<file path="src/rtl/db_ram_rd_ctrl.sv">
// Read-side controller for the deblocking line buffer: turns a base/length command
// into a burst of active-low SRAM reads and streams the words out on valid/ready.
module db_ram_rd_ctrl #(
  parameter int WORD_WIDTH = 128,
  parameter int ADDR_WIDTH = 5
) (
  input  logic                  clk,
  input  logic                  rst_n,
  input  logic                  start_i,
  input  logic [ADDR_WIDTH-1:0] base_i,
  input  logic [ADDR_WIDTH:0]   len_i,
  output logic                  busy_o,
  output logic                  done_o,
  output logic                  cen_o,
  output logic                  oen_o,
  output logic                  wen_o,
  output logic [ADDR_WIDTH-1:0] addr_o,
  input  logic [WORD_WIDTH-1:0] data_i,
  output logic                  val_o,
  output logic [WORD_WIDTH-1:0] data_o,
  input  logic                  rdy_i
);

  // Stream handshake: a word transfers in any cycle where val_o & rdy_i; val_o never
  // drops and data_o never changes while the consumer holds rdy_i low.

  typedef enum logic [1:0] {S_IDLE, S_READ, S_DRAIN} state_t;

  state_t                state, state_nxt;
  logic                  done_nxt;
  logic [ADDR_WIDTH-1:0] rd_addr;
  logic [ADDR_WIDTH:0]   remaining;
  logic                  inflight;
  logic [1:0]            count;
  logic                  head;
  logic [WORD_WIDTH-1:0] buf_mem [2];
  logic                  pop;
  logic                  issue;
  logic [2:0]            occ;

  assign pop    = val_o & rdy_i;
  assign val_o  = (count != 2'd0);
  assign data_o = buf_mem[head];
  // Issue only if the word would still fit once this cycle's pop is accounted for.
  assign occ    = {1'b0, count} + {2'b00, inflight};
  assign issue  = (state == S_READ) && (remaining != '0) && (occ <= 3'd1 + {2'b00, pop});

  assign cen_o  = ~issue;
  assign oen_o  = ~inflight;
  assign wen_o  = 1'b1;
  assign addr_o = rd_addr;
  assign busy_o = (state != S_IDLE);

  always_comb begin
    state_nxt = state;
    done_nxt  = 1'b0;
    case (state)
      S_IDLE: begin
        if (start_i) begin
          if (len_i == '0) done_nxt = 1'b1;
          else             state_nxt = S_READ;
        end
      end
      S_READ: begin
        if (issue && remaining == {{ADDR_WIDTH{1'b0}}, 1'b1}) state_nxt = S_DRAIN;
      end
      S_DRAIN: begin
        if (!inflight && count == {1'b0, pop}) begin
          state_nxt = S_IDLE;
          done_nxt  = 1'b1;
        end
      end
      default: state_nxt = S_IDLE;
    endcase
  end

  always_ff @(posedge clk or negedge rst_n) begin
    if (!rst_n) begin
      state     <= S_IDLE;
      done_o    <= 1'b0;
      rd_addr   <= '0;
      remaining <= '0;
      inflight  <= 1'b0;
    end else begin
      state    <= state_nxt;
      done_o   <= done_nxt;
      inflight <= issue;
      if (state == S_IDLE && start_i && len_i != '0) begin
        rd_addr   <= base_i;
        remaining <= len_i;
      end else if (issue) begin
        rd_addr   <= rd_addr + 1'b1;
        remaining <= remaining - 1'b1;
      end
    end
  end

  // Two-entry FIFO; the tail slot is head when empty and the other slot when one is held.
  always_ff @(posedge clk or negedge rst_n) begin
    if (!rst_n) begin
      count      <= 2'd0;
      head       <= 1'b0;
      buf_mem[0] <= '0;
      buf_mem[1] <= '0;
    end else begin
      if (inflight) buf_mem[head ^ count[0]] <= data_i;
      if (pop) head <= ~head;
      count <= count + {1'b0, inflight} - {1'b0, pop};
    end
  end

endmodule

</file>
<file path="config.mk">
export PLATFORM = sky130hd
export DESIGN_NAME = db_ram_rd_ctrl
export DESIGN_NICKNAME = d
export VERILOG_FILES = /design/src/rtl/db_ram_rd_ctrl.sv
export SDC_FILE = /design/constraint.sdc
export NUM_CORES = 1
export LEC_CHECK = 0
export ABC_AREA = 1
export CORE_UTILIZATION = 35
export CTS_CLUSTER_SIZE = 30
export DETAILED_ROUTE_END_ITERATION = 7
export HOLD_SLACK_MARGIN = 0.1
export PLACE_DENSITY = 0.62
export SLEW_MARGIN = 20
export SYNTH_ARGS = -nofsm -noshare
export SYNTH_HDL_FRONTEND = slang
export SYNTH_SLANG_ARGS = --single-unit
</file>
<file path="constraint.sdc">
create_clock -name clk -period 2.4 [get_ports clk]
set_input_delay 0.48 -clock clk [delete_from_list [all_inputs] [get_ports clk]]
set_output_delay 0.48 -clock clk [all_outputs]
set_load 0.03 [all_outputs]
</file>
==> results by group <==
GRT
  – Met1 GRT Util: 0.2668
  – Vias in the first global route: 10,740
  – Gr usage total: 0.1941
  – First-pass GRT wire length: roughly 57 mm
  – Layer with the highest usage: met2
  – Largest net degree at the start of global routing: ~130
  – Met3 usage: 0.04012
  – Initial antenna violation count: 0
  – GRT overflow: 0
  – Met2 usage: 0.3117

Clock tree
  – CTS sink cnt: 274
  – Bufs on Longest Clock Path: 3
  – CTS tree: built
  – Num CTS Buffers: 30
  – CTS root buffer: clkbuf_16
  – Worst-path clk slew: approximately 0.060 ns
  – Max H-tree Level: 1
  – Insertion delay to the later sink of the worst-skew pair: roughly 0.55 ns

Synthesis
  – Syn_nets: between 1,500 and 2,000
  – Yosys Warn Count: 0
  – Top post-synthesis cells by area: dfrtp_1 (55%), nand2_1 (17%), o21ai_0 (10%)
  – Compound-Gate Fraction of Synth Area: 0.1041
  – Sequential share of the synthesized area: 0.5506
  – Cell type with the largest total area after synthesis: dfrtp_1
  – Netlist cell types: 23
  – Largest family of logic cells by synthesized area: simple AND/OR/NAND/NOR gates
  – Post-Syn Area: approximately 12,000 sq um
  – Mux share of post-synthesis cell area: 0
  – Syn avg cell area: between 8 and 9 sq um
  – Synth top area share: 0.5506
  – Synth Area in XOR/XNOR: 0.006230
  – Post-Synthesis Cells: roughly 1,500
  – Synth Area in Adders: 0.009646
  – Post-synthesis register bit count: approximately 270
  – Synth Area in Simple Gates: 0.2423

STA
  – Final Worst Setup Slack: -0.2567 ns
  – Final hold violation count: 0
  – Max-slew violation count: 0
  – Final worst-path cycle share: 1.107
  – Slew Limit Headroom: 0.4890
  – RSZ-0062 raised after global routing: true
  – Fmax: around 380 MHz
  – Slew at the pin closest to its max-slew limit: approximately 0.77 ns
  – Skew final: approximately 0.011 ns
  – Worst hold slack: between 0.4 and 0.5 ns
  – Final setup violation count: 1
  – Post-layout minimum cycle time: around 2.7 ns

Floorplanning
  – Rows: a little under 70
  – Die height: 190.6 microns
  – Die X-Extent: 190.6 microns
  – Ports: roughly 280
  – Core ar.: around 35,000 sq um
  – Die area: about 36,000 sq um
  – Starting Density: 0.3578

Worst setup path
  – Crit-path cells: inv_2 > nand2_2 > nand2_2 > inv_2 > fa_1 > inv_1 > nand3b_1 > nand2_1 > nand2_2 > nand2_2 > buf_6
  – Setup Crit Path Kind: register to output port
  – Crit path from: count[0]$_DFF_PN0_
  – R2R Path Start: count[0]$_DFF_PN0_
  – CP Data Required Time: roughly 1.9 ns
  – CP max stage delay: between 0.4 and 0.5 ns
  – Most frequent CP cell: nand2_2
  – CP max-delay cell: fa_1
  – R2r setup slk: approximately 0.35 ns
  – Worst r2r path cells: 14
  – Critical path fanouts, max: 3
  – Arrival @ worst endpoint: 2.18 ns
  – CP endpoint: cen_o
  – Startpoint Class: register
  – Reg-to-Reg End: remaining[1]$_DFFE_PN0P_
  – Critical Path Sink Type: output port

Power and ir drop
  – Switching power: 0.01434 W
  – Int Power: 0.01592 W
  – Pwr Density: between 1500 and 2000 nW/um^2
  – Sequential share of power: 0.264
  – Worst vdd ir: about 1.1 mV
  – Clock power frac: 0.152
  – Switching Share: 0.4739
  – Combinational share of power: 0.585
  – Leakage dissipation: 8.436 nW

Final layout
  – Layout area overhead: 37.95%
  – Share of cells above drive strength 1: 0.1614
  – Nets@finish: 1,969

Placement
  – GP Congestion: roughly 0.79
  – Pre-CTS WS: -0.1656 ns
  – IO buf count: 280
  – HPWL after DPL: around 21 mm

Worst hold path
  – Hold Path Class: input port to asynchronous set/reset pin

Routing
  – DR iter-0 viols: 789
  – Final WL: 37.56 mm
  – DR DRC count: 0
  – Drt pass-1 iters: 7
  – Vias/cell: roughly 4.9
  – Antenna Nets Post-Route: 0
  – WL/cell: approximately 16 microns
  – Vias after detailed routing: around 11,000

Run status
  – Outcome: finished with violations
  – Violated checks: setup timing

Run
  – Maxcap violations: 0
==> routing by layer <==
layer,share of wire,up-vias
li1,-,5422
met5,0,-
met2,0.46,358
met3,0.068,62
met4,0.022,0
met1,0.45,5337
==> cell usage after synthesis <==
cell type  count
nand4_1        1
nand3b_1       1
nor3_1         1
nor2_1         8
nor2_2         2
o21ai_0      256
buf_4         16
conb_1         1
ha_1           8
xnor2_1        3
dfrtp_1      274
o31ai_1        2
inv_1        146
clkbuf_1      26
xor2_1         4
inv_2          4
nand2_2        3
nand2_1      578
nand3_1      152
fa_1           1
xnor2_2        1
buf_2         60
and3_1         1
==> logic make-up (layout without fill, tap and decap cells) <==
logic type,count (synthesis),count (layout)
AND/OR/NAND/NOR,747,747
flip-flops,274,274
AO/OA/AOI/OAI,258,258
buffers and inverters,252,543
adder cells (fa/ha/maj),9,9
XOR/XNOR,8,8
other,1,2
==> stage by stage <==
stage / area (sq um) / std cells / utilization / setup TNS (ns) / total power [W]
2_1_floorplan: 12450 / 1549 / - / 0 / 0.01828
3_3_place_gp: 15480 / 2207 / 0.4448 / -1.020 / 0.02379
3_5_place_dp: 15480 / 2207 / 0.4448 / -0.9039 / 0.02404
4_1_cts: 16880 / 2287 / 0.4851 / -0.4779 / 0.02969
5_1_grt: 17180 / 2295 / 0.4936 / -0.4497 / 0.03246
6_report: 17180 / 2296 / 0.4936 / -0.2567 / 0.03026
==> layout by cell type (no fill, tap or decap), drive strengths merged, types with 2 or more instances in the layout <==
cell	count
buf	161
clkbuf	56
clkdlybuf4s15	14
clkdlybuf4s50	148
clkinv	5
dfrtp	274
dlygate4sd2	2
ha	8
inv	151
nand2	581
nand3	152
nor2	10
o21ai	256
o31ai	2
xnor2	4
xor2	4
==> critical path, delay by kind of cell (launching register included) <==
family / cells / cell delay [ns]
adder cells (fa/ha/maj): 1 / 0.47
flip-flops: 1 / 0.43
buffers and inverters: 4 / 0.32
AND/OR/NAND/NOR: 6 / 0.40
==> state kept, by name (all words and copies together) (netlist names) <==
register   count
addr_o         5
buf_mem      256
count          2
done_o         1
head           1
inflight       1
remaining      6
state          2
==> area by class of cell <==
class	instances	area (sq um)
Tap cell	455	569.3
Clock inverter	7	62.56
Inverter	150	570.5
Clock buffer	48	929.6
Multi-Input combinational cell	1023	4730
Timing Repair inverter	1	6.256
Antenna cell	1	2.502
Timing Repair Buffer	337	3446
Fill cell	3327	17620
Sequential cell	274	6862
==> power by group through the flow <==
stage               clock (W)  combinational (W)  sequential [W]
floorplan                   0             0.0105         0.00782
global placement            0             0.0158         0.00794
detailed placement          0             0.0160         0.00802
CTS                   0.00473             0.0170         0.00796
global route          0.00489             0.0193         0.00822
finish                0.00459             0.0177         0.00798
==> what timing repair did <==
| action | in CTS | in global routing |
|---|---|---|
| setup endpoints to repair | 118 | 77 |
| hold endpoints to repair | 45 | 0 |
| pin swaps | 5 | 1 |
| resized for setup | 198 | 112 |
| hold buffers | 1 | 0 |
| setup buffers | 17 | 1 |
| cloned | 7 | 9 |
==> worst min-delay path by stage <==
stage,start,endpoint,slack (ns)
after floorplan,rst_n,addr_o[0]$_DFFE_PN0P_,0.18
after global placement,rst_n,buf_mem[170]$_DFFE_PN0P_,0.43
after CTS,rst_n,buf_mem[170]$_DFFE_PN0P_,0.44
final,rst_n,buf_mem[170]$_DFFE_PN0P_,0.44
after global routing,rst_n,buf_mem[170]$_DFFE_PN0P_,0.46
after detailed placement,rst_n,buf_mem[170]$_DFFE_PN0P_,0.43
No activity file was read; power rests on OpenSTA's default activity.
